`src/rtl/prog_timeout_timer.sv`:
```
// Programmable countdown timer: LOAD ticks of CLK_PER_TICK clocks, one-shot or periodic.
// Optional warn output is built only when the TIMER_WARN_EN macro is defined.
module prog_timeout_timer #(
  parameter int unsigned CLK_PER_TICK = 100000,
  parameter int unsigned CNT_W        = 8,
  parameter int unsigned PRE_W        = 17,
  parameter int unsigned WARN_TICKS   = 3
) (
  input  logic             clk,
  input  logic             rst,
  input  logic             enable,
  input  logic             start,
  input  logic             abort,
  input  logic             periodic,
  input  logic [CNT_W-1:0] load_val,
  output logic             tick,
  output logic             timeout,
  output logic             busy,
`ifdef TIMER_WARN_EN
  output logic             warn,
`endif
  output logic [CNT_W-1:0] remaining
);

  localparam logic [PRE_W-1:0] PRE_MAX = PRE_W'(CLK_PER_TICK - 1);

  // Reject configurations where the prescaler cannot reach its wrap value.
  if ((CLK_PER_TICK < 2) || ((64'd1 << PRE_W) < 64'(CLK_PER_TICK)) ||
      (64'(WARN_TICKS) >= (64'd1 << CNT_W))) begin : g_bad_cfg
    $error("prog_timeout_timer: invalid parameter set");
  end

  typedef enum logic [0:0] {
    IDLE = 1'b0,
    RUN  = 1'b1
  } state_t;

  state_t           state_q, state_d;
  logic [PRE_W-1:0] pre_q, pre_d;
  logic [CNT_W-1:0] rem_q, rem_d;
  logic [CNT_W-1:0] reload_q, reload_d;
  logic             per_q, per_d;
  logic             tick_q, tick_d;
  logic             timeout_q, timeout_d;
  logic             wrap_s;
  logic             expire_s;

  // Next-state and output decode; abort outranks start, start outranks counting.
  always_comb begin
    state_d   = state_q;
    pre_d     = pre_q;
    rem_d     = rem_q;
    reload_d  = reload_q;
    per_d     = per_q;
    tick_d    = 1'b0;
    timeout_d = 1'b0;
    wrap_s    = (state_q == RUN) && enable && (pre_q == PRE_MAX);
    expire_s  = wrap_s && (rem_q == CNT_W'(1));

    if (abort) begin
      state_d = IDLE;
      pre_d   = {PRE_W{1'b0}};
      rem_d   = {CNT_W{1'b0}};
    end else if (start) begin
      // A one-shot expiry still reports when restarted; a periodic one is swallowed.
      tick_d    = wrap_s;
      timeout_d = (expire_s && !per_q) || (load_val == {CNT_W{1'b0}});
      reload_d  = load_val;
      per_d     = periodic;
      pre_d     = {PRE_W{1'b0}};
      if (load_val == {CNT_W{1'b0}}) begin
        state_d = IDLE;
        rem_d   = {CNT_W{1'b0}};
      end else begin
        state_d = RUN;
        rem_d   = load_val;
      end
    end else if (wrap_s) begin
      tick_d = 1'b1;
      pre_d  = {PRE_W{1'b0}};
      if (rem_q == CNT_W'(1)) begin
        timeout_d = 1'b1;
        if (per_q) begin
          rem_d = reload_q;
        end else begin
          state_d = IDLE;
          rem_d   = {CNT_W{1'b0}};
        end
      end else if (rem_q == {CNT_W{1'b0}}) begin
        rem_d = {CNT_W{1'b0}};
      end else begin
        rem_d = rem_q - CNT_W'(1);
      end
    end else if ((state_q == RUN) && enable) begin
      pre_d = pre_q + PRE_W'(1);
    end else begin
      pre_d = pre_q;
    end
  end

  // State and registered outputs.
  always_ff @(posedge clk or negedge rst) begin
    if (!rst) begin
      state_q   <= IDLE;
      pre_q     <= {PRE_W{1'b0}};
      rem_q     <= {CNT_W{1'b0}};
      reload_q  <= {CNT_W{1'b0}};
      per_q     <= 1'b0;
      tick_q    <= 1'b0;
      timeout_q <= 1'b0;
    end else begin
      state_q   <= state_d;
      pre_q     <= pre_d;
      rem_q     <= rem_d;
      reload_q  <= reload_d;
      per_q     <= per_d;
      tick_q    <= tick_d;
      timeout_q <= timeout_d;
    end
  end

  assign tick      = tick_q;
  assign timeout   = timeout_q;
  assign busy      = (state_q == RUN);
  assign remaining = rem_q;

`ifdef TIMER_WARN_EN
  logic warn_q, warn_d;

  always_comb begin
    warn_d = (state_d == RUN) && (rem_d <= CNT_W'(WARN_TICKS));
  end

  // Warn flag follows the next remaining count so it rises on the crossing edge.
  always_ff @(posedge clk or negedge rst) begin
    if (!rst) begin
      warn_q <= 1'b0;
    end else begin
      warn_q <= warn_d;
    end
  end

  assign warn = warn_q;
`endif

endmodule

```
`config.mk`:
```
export PLATFORM = sky130hd
export DESIGN_NAME = prog_timeout_timer
export DESIGN_NICKNAME = d
export VERILOG_FILES = /design/src/rtl/prog_timeout_timer.sv
export SDC_FILE = /design/constraint.sdc
export NUM_CORES = 1
export LEC_CHECK = 0
export ABC_CLOCK_PERIOD_IN_PS = 6350
export CORE_UTILIZATION = 24
export CTS_CLUSTER_DIAMETER = 50
export DETAILED_ROUTE_END_ITERATION = 16
export SETUP_SLACK_MARGIN = 0.4
export SYNTH_ARGS = -nofsm -noshare
export SYNTH_HDL_FRONTEND = slang
export SYNTH_SLANG_ARGS = --single-unit
```
`constraint.sdc`:
```
create_clock -name clk -period 6.35 [get_ports clk]
set_input_delay 0.9525 -clock clk [delete_from_list [all_inputs] [get_ports clk]]
set_output_delay 0.9525 -clock clk [all_outputs]
set_load 0.01 [all_outputs]
```
Word level (Yosys, flattened, before mapping)
Index checks and enable logic that the tools add are counted.
Word-level totals
  flip-flop bits (word level): 37
  output and inout port bits: 11
Operators by class
  $add $sub $neg: 2
  equality and inequality tests: 3
  multiplexer cells: 24
  bitwise operators: 1
  reduce and logical (&&, ||, !) cells: 13
Operator list (count)
  2-to-1 mux 17 bit: 4
  2-to-1 mux 8 bit: 7
  adder 17 x 1 -> 17 bit (second input constant): 1
  == test 17 bit (second input constant): 1
  logical NOT 8 bit: 2
  2-to-1 mux 1 bit: 13
  == test 8 x 1 -> 1 bit (second input constant): 1
  subtractor 8 x 1 -> 8 bit (second input constant): 1
  nonzero test 3 bit: 2
  logical AND 1 bit: 4
  nonzero test 4 bit: 1
  inequality test 3 bit (second input constant): 1
  AND reduction 3 bit: 1
  AND reduction 2 bit: 1
  logical NOT 1 bit: 1
  logical OR 1 bit: 1
  NOT 1 bit: 1

Depth between registers and ports, before layout
Gate-level depths: netlist of the first run.
  word-level depth: 7
  gate-level depth with buffers: 7

Worst setup path before layout of the first run
Ideal clock, no wire load.
  path kind: in2reg
  from: input port enable
  to: register rem_q[7] (netlist: remaining[7])
  arrival: 2461 ps
  slack: 3764 ps
  cell stages on the path: 6
  path buffers: 1
  cell sequence: nand2_1 or4_1 or4_1 buf_6 mux2i_1 a2111oi_0
On the way
  cells in the longest elaborated chain, start to end: 3
Ends and longest elaborated chain
  from (decl): RTL line 11  | input logic enable,
  logical AND 1 bit (2 in a row): RTL line 57  | wrap_s = (state_q == RUN) && enable && (pre_q == PRE_MAX);
  nonzero test 3 bit (no source line)
  to (signal assigned): RTL line 106  | rem_q <= {CNT_W{1'b0}};
  to (signal assigned): RTL line 114  | rem_q <= rem_d;
  to (decl): RTL line 40  | logic [CNT_W-1:0] rem_q, rem_d;
Every way passes these cells.
A chain may end at the register's enable or synchronous reset.

Final worst setup path of the first run
Same ends and word-level chain as after synthesis.

==> metrics.md, run 1 <==
| Metric | Value |
|---|---|
| CTS Sinks | `37` |
| Gate Count Post-Synth | `221` |
| Synth cell types | `43` |
| Die ar. | `8510 µm²` |
| Worst Skew | `0.00439 ns` |
| CTS Buffer Depth | `2` |
| Period Utilization, post-route | `0.478` |
| Netlist Area Pre-Place | `1960 µm²` |
| WHS | `0.479 ns` |
| Worst-path fanout max | `9` |
| Antenna Cells | `0` |
| Nets@finish | `266` |
| First-pass GRT wire length | `7.90 mm` |
| RSZ-0062 raised after global routing | `false` |
| Commonest non-fill, non-tap cell in the layout | `nand2_1` |
| Kind of cell adding the most delay to the critical path | `simple AND/OR/NAND/NOR gates` |
| Final setup fails | `0` |
| Chip width | `92.3 µm` |
| Routability-driven placement congestion ratio | `0.867` |
| Cts-stage hold buffer count | `0` |
| Total CTS buffers | `5` |
| Worst-path clk slew | `0.07 ns` |
| Vias per Instance | `4.71` |
| Worst VDD drop | `0.0710 mV` |
| Crit. End Element | `register` |
| Setup Fix Bufs, Post-CTS | `0` |
| Buffer and inverter count on the worst path | `1` |
| Max-cap viol count | `0` |
| Yosys reg bits | `37` |
| Number of antenna violations at the first check in global routing | `0` |
| Outcome | `complete, no violations` |
| Leak Pwr | `0.992 nW` |
| Area after DPL | `2300 µm²` |
| Final WL | `4.63 mm` |
| Total power | `0.523 mW` |
| F_max | `329 MHz` |
| DRC viols | `0` |
| CP Cell Sequence | `clkdlybuf4s50_1, nand2_1, or4_1, or4_1, mux2i_1, a2111oi_0` |
| Synthesized area per cell | `8.85 µm²` |
| Register area share after synthesis | `0.473` |
| Worst Hold Depth | `2` |
| Cell repeated most along the worst path | `or4_1` |
| DRT iter0 DRCs | `38` |
| Most used DFF post-synth | `dfrtp_1` |
| Clk_lat worst skew | `0.29 ns` |
| Hpwl dp | `3.39 mm` |
| Design area | `2390 µm²` |
| WS Path Type | `input port to register` |
| CTS resizes | `0` |
| Least-Margin Pin Slew | `0.842 ns` |
| Worst Hold Class | `register to register` |
| Drt first pass iters | `4` |
| Core Footprint | `7810 µm²` |
| Largest net degree at the start of global routing | `38` |
| CTS tree | `yes` |
| Worst path required time | `6.52 ns` |
| P&R area growth vs syn | `22.0%` |
| Final ANT Viol Nets | `0` |
| Crit-path max cell delay | `0.60 ns` |
| Critical Path AT | `3.21 ns` |
| GR Overflow Total | `0` |
| Vias in the first global route | `1605` |
| Total Negative Setup Slacks | `0 ns` |
| Total track usage | `0.119` |
| Crit path time final | `3.04 ns` |
| Slowest cell on the critical path | `or4_1` |
| Yosys synthesis warning count | `0` |
| Post-synth EDFFs | `0` |
| Worst Reg2Reg Path Length in Cells | `5` |
| Htree depth | `2` |
| Worst slack, placed | `3.01 ns` |
| PortBufs | `24` |
| Root Driver | `clkbuf_8` |
| Most frequent cells in the layout | `nand2_1, dfrtp_1, nor2_1` |
| CP Launch Type | `input port` |
| Num rows | `32` |
| Post-Syn Nets | `239` |
| Final Hold Fails | `0` |
| Async set or reset register ratio after synthesis | `1.00` |
| Critical Path Stages | `6` |
| Initial core utilization | `0.250` |
| Worst slew margin | `0.439` |
| Layout cells sized above 1 | `0.0524` |
| Per-cell routed wire length | `13.2 µm` |
| Vert. Die Dim | `92.3 µm` |
| I/O pin cnt | `25` |
| Max Slew Vio Count | `0` |
| Final worst setup slack | `3.31 ns` |
| Vias | `1647` |
| Setup slack, reg-to-reg | `3.55 ns` |
| Power per cell area | `219 nW/µm²` |
[power by group]
part	internal, mW	switching, mW	leakage, nW
clock	0.0862	0.0835	0.0443
combinational	0.0402	0.0486	0.455
sequential	0.249	0.0158	0.493
[sequential cells by signal, summed over array words and instances, names as in the netlist]
signal     cells
per_q          1
timeout        1
remaining      8
pre_q         17
reload_q       8
busy           1
tick           1
[kinds of logic after synthesis]
logic type / Yosys count / synth area share
compound gates: 39 / 0.129
xor+xnor: 13 / 0.0582
fa+ha+maj: 4 / 0.0256
buf+inv: 9 / 0.0211
flops: 37 / 0.473
mux: 1 / 0.00512
simple gates: 118 / 0.287
[final cells by class]
type                       count  area [µm²]
fill                         824        5420
multi-input combinational    175         988
sequential                    37         926
inverter                       4        15.0
timing repair buffer          25         243
clock buffer                   7        86.3
tap                          102         128
[worst paths after layout]
kind | startpoint | endpoint
worst max-delay path | enable | remaining[7]$_DFFE_PN0P_
worst min register to register | reload_q[7]$_DFFE_PN0P_ | reload_q[7]$_DFFE_PN0P_
worst max register to register | pre_q[8]$_DFFE_PN0P_ | remaining[7]$_DFFE_PN0P_
max in group asynchronous | rst | pre_q[2]$_DFFE_PN0P_
min in group asynchronous | rst | pre_q[6]$_DFFE_PN0P_
worst min-delay path | reload_q[7]$_DFFE_PN0P_ | reload_q[7]$_DFFE_PN0P_
[worst register-to-register path: stages, from the launching register on]
cell and delay (ns):
dfrtp_1 0.42, or4_1 0.56, or4_1 0.51, or4_1 0.61, mux2i_1 0.18, a2111oi_0 0.40
[through the flow]
stage / cells / util
finish: 350 / 0.306
global route: 350 / 0.306
CTS: 350 / 0.306
detailed placement: 343 / 0.295
global placement: 343 / 0.295
floorplan: 221 / -
[synthesized netlist by cell type, types with 4 or more instances]
master,instances,share of area
ha_1,4,0.026
nand2_1,46,0.088
or4_1,4,0.015
nor4_1,5,0.016
a21oi_1,11,0.028
inv_1,4,0.0077
nor3_1,5,0.013
dfrtp_1,37,0.47
nand3_1,10,0.026
nand4_1,6,0.019
xor2_1,10,0.045
nor2_1,25,0.048
o21ai_0,9,0.023
clkbuf_1,4,0.0077
[metal layers]
metal	vias up	part of all wire	global-route usage
met3	8	0.028	0.0274
met2	26	0.46	0.191
met4	0	0.013	0.0391
met1	781	0.49	0.156
met5	-	0	0
li1	832	-	-
(Power assumes the default switching activity.)
==> inputs of run 2 (changes only) <==
- ABC_CLOCK_PERIOD_IN_PS: 6350 -> 2500
- clock period: 6.35 -> 2.5 ns (I/O delays scaled with it)
==> run 2 against run 1 <==
Net effect:
- sequential cell count unchanged
- sequential power grew to 2.5 times the previous value
- utilization up 2.5 points
- sequential share of layout area fell by 3.0 points
- global-route usage increased by 0.72 points
- largest cell class unchanged
- largest power group unchanged
==> metrics.md, run 2 (synthesized netlist as in run 1, its figures left out) <==
| Metric | Value |
|---|---|
| Worst slew margin | `0.443` |
| Max Slew Vio Count | `0` |
| Worst-path clk slew | `0.08 ns` |
| Worst path required time | `2.74 ns` |
| Number of antenna violations at the first check in global routing | `0` |
| GR peak layer | `met2` |
| Logic pwr share | `0.193` |
| DRT iter0 DRCs | `70` |
| Final ANT Viol Nets | `0` |
| Outcome | `complete, no violations` |
| Htree depth | `2` |
| Max FFs per register | `17` |
| Design area | `2580 µm²` |
| Antenna Cells | `0` |
| CP Cell Sequence | `or4_4, or4_4, or4_4, buf_6, a211o_1, a21oi_2` |
| Final Hold Fails | `0` |
| Routability-driven placement congestion ratio | `0.872` |
| Most frequent cells in the layout | `nand2_1, dfrtp_1, nor2_1` |
| Worst Skew | `0.00533 ns` |
| Crit-path max cell delay | `0.54 ns` |
| Worst Reg2Reg Path Length in Cells | `6` |
| Total track usage | `0.126` |
| Clock share of power | `0.312` |
| Internal power | `0.947 mW` |
| Root Driver | `clkbuf_8` |
| Crit path time final | `2.36 ns` |
| Worst VDD drop | `0.316 mV` |
| CTS tree | `yes` |
| Final setup fails | `0` |
| Slowest cell on the critical path | `or4_4` |
| Final WL | `4.90 mm` |
| First-pass GRT wire length | `8.31 mm` |
| F_max | `423 MHz` |
| Layout cells sized above 1 | `0.161` |
| Crit. End Element | `register` |
| FILL cells | `828` |
| CTS Buffer Depth | `2` |
| Total power | `1.35 mW` |
| Critical Path Stages | `6` |
| Cts-stage hold buffer count | `0` |
| Critical Path AT | `2.60 ns` |
| Total CTS buffers | `5` |
| Routing usage on met1 | `0.155` |
| GR Overflow Total | `0` |
| DRC viols | `0` |
| Cell repeated most along the worst path | `or4_4` |
| CP Launch Type | `register` |
| Num rows | `32` |
| RSZ-0062 raised after global routing | `true` |
| Period Utilization, post-route | `0.945` |
| Vert. Die Dim | `92.3 µm` |
| Per-cell routed wire length | `13.3 µm` |
| Worst Hold Class | `input port to asynchronous set/reset pin` |
| P&R area growth vs syn | `32.1%` |
| Core Footprint | `7810 µm²` |
| PortBufs | `24` |
| Buffer and inverter count on the worst path | `1` |
| Least-Margin Pin Slew | `0.836 ns` |
| WS Path Type | `register to register` |
| Reg with most FFs | `pre_q` |
| Worst-path fanout max | `7` |
| Leak Pwr | `1.10 nW` |
| Die ar. | `8510 µm²` |
| Seq pwr share | `0.496` |
| Area after DPL | `2430 µm²` |
| Hpwl dp | `3.58 mm` |
| Vias | `1768` |
| Met3 Use GR | `0.0307` |
| Commonest non-fill, non-tap cell in the layout | `nand2_1` |
| Sw frac | `0.301` |
| GR met2 Demand/Resource | `0.206` |
| Vias in the first global route | `1746` |
| Clk_lat worst skew | `0.30 ns` |
| I/O pin cnt | `25` |
| Chip width | `92.3 µm` |
| Largest net degree at the start of global routing | `38` |
| Initial core utilization | `0.250` |
| Nets@finish | `284` |
| CTS Sinks | `37` |
| Max-cap viol count | `0` |
| Drt first pass iters | `4` |
| Kind of cell adding the most delay to the critical path | `simple AND/OR/NAND/NOR gates` |
| Switching pwr | `0.407 mW` |
| Power per cell area | `524 nW/µm²` |
| Vias per Instance | `4.79` |
-- run 2: cell count changes in the layout (fill, tap and decap cells not counted), sizes merged --
cell / change
buf: +18
clkbuf: -1
clkinv: +2
-- run 2: stage by stage --
stage / worst slack [ns] / TNS [ns] / hold WS, ns / util / instances
6_report: 0.137 / 0 / 0.168 / 0.331 / 369
5_1_grt: 0.0602 / 0 / 0.251 / 0.331 / 369
4_1_cts: 0.0604 / 0 / 0.202 / 0.330 / 369
3_5_place_dp: -0.0975 / -0.350 / 0.463 / 0.311 / 360
3_3_place_gp: -0.0461 / -0.129 / 0.460 / 0.311 / 360
2_1_floorplan: 0.0358 / 0 / 0.0794 / - / 221
-- run 2: cell type report --
| cell class | instances | area [µm²] | share of cell area |
|---|---|---|---|
| flip-flops and latches | 37 | 926 | 0.358 |
| clock inverters | 2 | 10.0 | 0.00387 |
| clock buffers | 6 | 72.6 | 0.0281 |
| repair buffers | 43 | 382 | 0.148 |
| multi-input cells | 175 | 1050 | 0.407 |
| inverters | 4 | 15.0 | 0.00581 |
| well taps | 102 | 128 | 0.0494 |
-- run 2: metal layers --
layer	up-vias	part of all wire
li1	873	-
met1	850	0.47
met2	35	0.47
met3	10	0.040
met4	0	0.018
met5	-	0
-- run 2: path summary, 6_finish.rpt --
kind	from	endpoint	slack, ns
hold reg to reg	reload_q[0]$_DFFE_PN0P_	reload_q[0]$_DFFE_PN0P_	0.48
setup / recovery	pre_q[14]$_DFFE_PN0P_	timeout$_DFF_PN0_	0.14
max in group asynchronous	rst	reload_q[4]$_DFFE_PN0P_	1.81
hold / removal	rst	pre_q[16]$_DFFE_PN0P_	0.17
setup reg to reg	pre_q[14]$_DFFE_PN0P_	timeout$_DFF_PN0_	0.14
min in group clk	reload_q[0]$_DFFE_PN0P_	reload_q[0]$_DFFE_PN0P_	0.48
-- run 2: repair_timing --
item,CTS,global route
setup buffers,1,0
gates resized for setup,14,2
pin swaps,3,1
endpoints found under the hold margin,0,0
endpoints found under the setup margin,25,27
-- run 2: power by group through the flow --
stage / Sequential [mW] / Clock (mW) / Combinational [mW]
6_report: 0.672 / 0.422 / 0.261
4_1_cts: 0.671 / 0.433 / 0.259
3_5_place_dp: 0.681 / 0 / 0.248
3_3_place_gp: 0.681 / 0 / 0.248
2_1_floorplan: 0.680 / 0 / 0.118
5_1_grt: 0.677 / 0.454 / 0.290
==> inputs of run 3 (changes only) <==
- ABC_AREA: unset -> 1
==> run 3 against run 2 <==
Net effect:
- wire length up 18%
- hold slack better by 0.021 ns
- worst setup slack better by 0.48 ns
- total power up 1.0%
==> metrics.md, run 3 <==
| Metric | Value |
|---|---|
| Nets@finish | `382` |
| Hpwl dp | `4.36 mm` |
| Drt first pass iters | `4` |
| CP Launch Point | `remaining[2]$_DFFE_PN0P_` |
| Worst slew margin | `0.428` |
| Vias per Instance | `4.47` |
| Placed cell count | `486` |
| DRC viols | `0` |
| Sw frac | `0.306` |
| Post-synth EDFFs | `0` |
| Power per cell area | `495 nW/µm²` |
| RSZ-0062 raised after global routing | `false` |
| Number of antenna violations at the first check in global routing | `0` |
| Worst path required time | `2.72 ns` |
| Total track usage | `0.126` |
| Max FFs per register | `17` |
| Chip width | `100 µm` |
| Most frequent cells in the layout | `nand2_1, nor2_1, inv_1` |
| Seq. cell area | `926 µm²` |
| Worst-path fanout max | `13` |
| Vias | `2209` |
| Max-cap viol count | `0` |
| FILL cells | `1054` |
| Die ar. | `10100 µm²` |
| Post-Syn Nets | `356` |
| CTS Sinks | `37` |
| Area after DPL | `2680 µm²` |
| CTS tree | `yes` |
| Commonest non-fill, non-tap cell in the layout | `nand2_1` |
| Crit path time final | `1.88 ns` |
| Cell with the most instances after synthesis | `nand2_1` |
| GR Overflow Total | `0` |
| Final Hold Fails | `0` |
| Netlist Area Pre-Place | `2320 µm²` |
| First-pass GRT wire length | `10.0 mm` |
| Core Footprint | `9280 µm²` |
| Setup Fix Bufs, Post-CTS | `0` |
| F_max | `531 MHz` |
| Leading area contributor after synthesis | `dfrtp_1` |
| Vert. Die Dim | `100 µm` |
| Setup slack, reg-to-reg | `0.62 ns` |
| Cts-stage hold buffer count | `0` |
| Initial core utilization | `0.250` |
| CTS Buffer Depth | `2` |
| Yosys reg bits | `37` |
| Register area share after synthesis | `0.399` |
| Routability-driven placement congestion ratio | `0.829` |
| Yosys top cell area share | `0.399` |
| Outcome | `complete, no violations` |
| WS Path Type | `register to register` |
| Worst Skew | `0.00411 ns` |
| Final WL | `5.77 mm` |
| Htree depth | `2` |
| Synth cell types | `31` |
| Worst Hold Class | `input port to asynchronous set/reset pin` |
| DRT iter0 DRCs | `157` |
| Vias in the first global route | `2064` |
| Final ANT Viol Nets | `0` |
| Critical Path AT | `2.10 ns` |
| P&R area growth vs syn | `19.1%` |
| Internal power | `0.949 mW` |
| Worst VDD drop | `0.185 mV` |
| Reg-to-reg startpoint | `remaining[2]$_DFFE_PN0P_` |
| Reg with most FFs | `pre_q` |
| Crit. End Element | `register` |
| Max Slew Vio Count | `0` |
| Synth top cells by count | `nand2_1, nor2_1, inv_1` |
| Largest net degree at the start of global routing | `38` |
| Worst-path clk slew | `0.08 ns` |
| Period Utilization, post-route | `0.754` |
| Least-Margin Pin Slew | `0.858 ns` |
| Switching pwr | `0.419 mW` |
| Layout cells sized above 1 | `0.0630` |
| CP Launch Type | `register` |
| Seq pwr share | `0.493` |
| Post-Layout Cell Count | `494` |
| Synthesized area per cell | `6.86 µm²` |
| Per-cell routed wire length | `11.7 µm` |
| Leak Pwr | `1.29 nW` |
| I/O pin cnt | `25` |
| Logic pwr share | `0.204` |
| Async set or reset register ratio after synthesis | `1.00` |
| WHS | `0.189 ns` |
| Gate Count Post-Synth | `338` |
| Most used DFF post-synth | `dfrtp_1` |
| Yosys synthesis warning count | `0` |
| Total Negative Setup Slacks | `0 ns` |
| Design area | `2760 µm²` |
| Root Driver | `clkbuf_8` |
| Clock share of power | `0.303` |
| CTS resizes | `0` |
| Clk_lat worst skew | `0.29 ns` |
| Multi-input gate area | `1190 µm²` |
| PortBufs | `24` |
| Top cells by area, synth | `dfrtp_1, nand2_1, nor2_1, inv_1, nand3_1` |
| Antenna Cells | `0` |
| Num rows | `35` |
| Total CTS buffers | `5` |
| Final setup fails | `0` |
run 3: cells by family after synthesis:
kind of cell / count (synthesis) / synth area share
compound gates: 35 / 0.0896
fa+ha+maj: 4 / 0.0216
flops: 37 / 0.399
xor+xnor: 1 / 0.00378
simple gates: 211 / 0.395
buf+inv: 50 / 0.0912
run 3: metal layers:
layer / wire length (µm) / global-route usage / vias up
li1: - / - / 1120
met1: 2840 / 0.172 / 1035
met2: 2630 / 0.200 / 49
met3: 232 / 0.0265 / 5
met4: 71 / 0.0368 / 0
met5: 0 / 0 / -
run 3: stage by stage:
step | util | setup slack [ns] | power, mW
after CTS | 0.297 | 0.546 | 1.39
final | 0.297 | 0.616 | 1.37
after detailed placement | 0.288 | 0.251 | 0.965
after floorplan | - | 1.10 | 0.845
after global routing | 0.297 | 0.415 | 1.46
after global placement | 0.288 | 0.227 | 0.960
run 3: cell type report:
cell class	instances	share of cell area
Inverter	44	0.0598
Clock buffer	8	0.0290
Timing Repair Buffer	25	0.0879
Tap cell	129	0.0585
Multi-Input combinational cell	251	0.430
Sequential cell	37	0.335
run 3: worst max-delay path, stage by stage (launching register included):
cell and delay [ns]:
dfrtp_1 0.47, nor2_4 0.20, nand2_1 0.08, nor2_2 0.41, inv_1 0.23, o21ai_0 0.14, nand3_1 0.11, a21oi_2 0.16
run 3: path summary, 6_finish.rpt:
path                                            end  cells after the start
max                        remaining[2]$_DFFE_PN0P_                      7
min                           pre_q[16]$_DFFE_PN0P_                      1
max reg2reg                remaining[2]$_DFFE_PN0P_                      7
min reg2reg                 reload_q[5]$_DFFE_PN0P_                      2
max in group asynchronous         timeout$_DFF_PN0_                      1
min in group clk            reload_q[5]$_DFFE_PN0P_                      2
run 3: power by group through the flow:
stage	Clock, mW	Combinational [mW]	Sequential, mW
2_1_floorplan	0	0.160	0.685
3_3_place_gp	0	0.274	0.686
3_5_place_dp	0	0.279	0.686
4_1_cts	0.431	0.280	0.675
5_1_grt	0.461	0.316	0.681
6_report	0.414	0.279	0.675
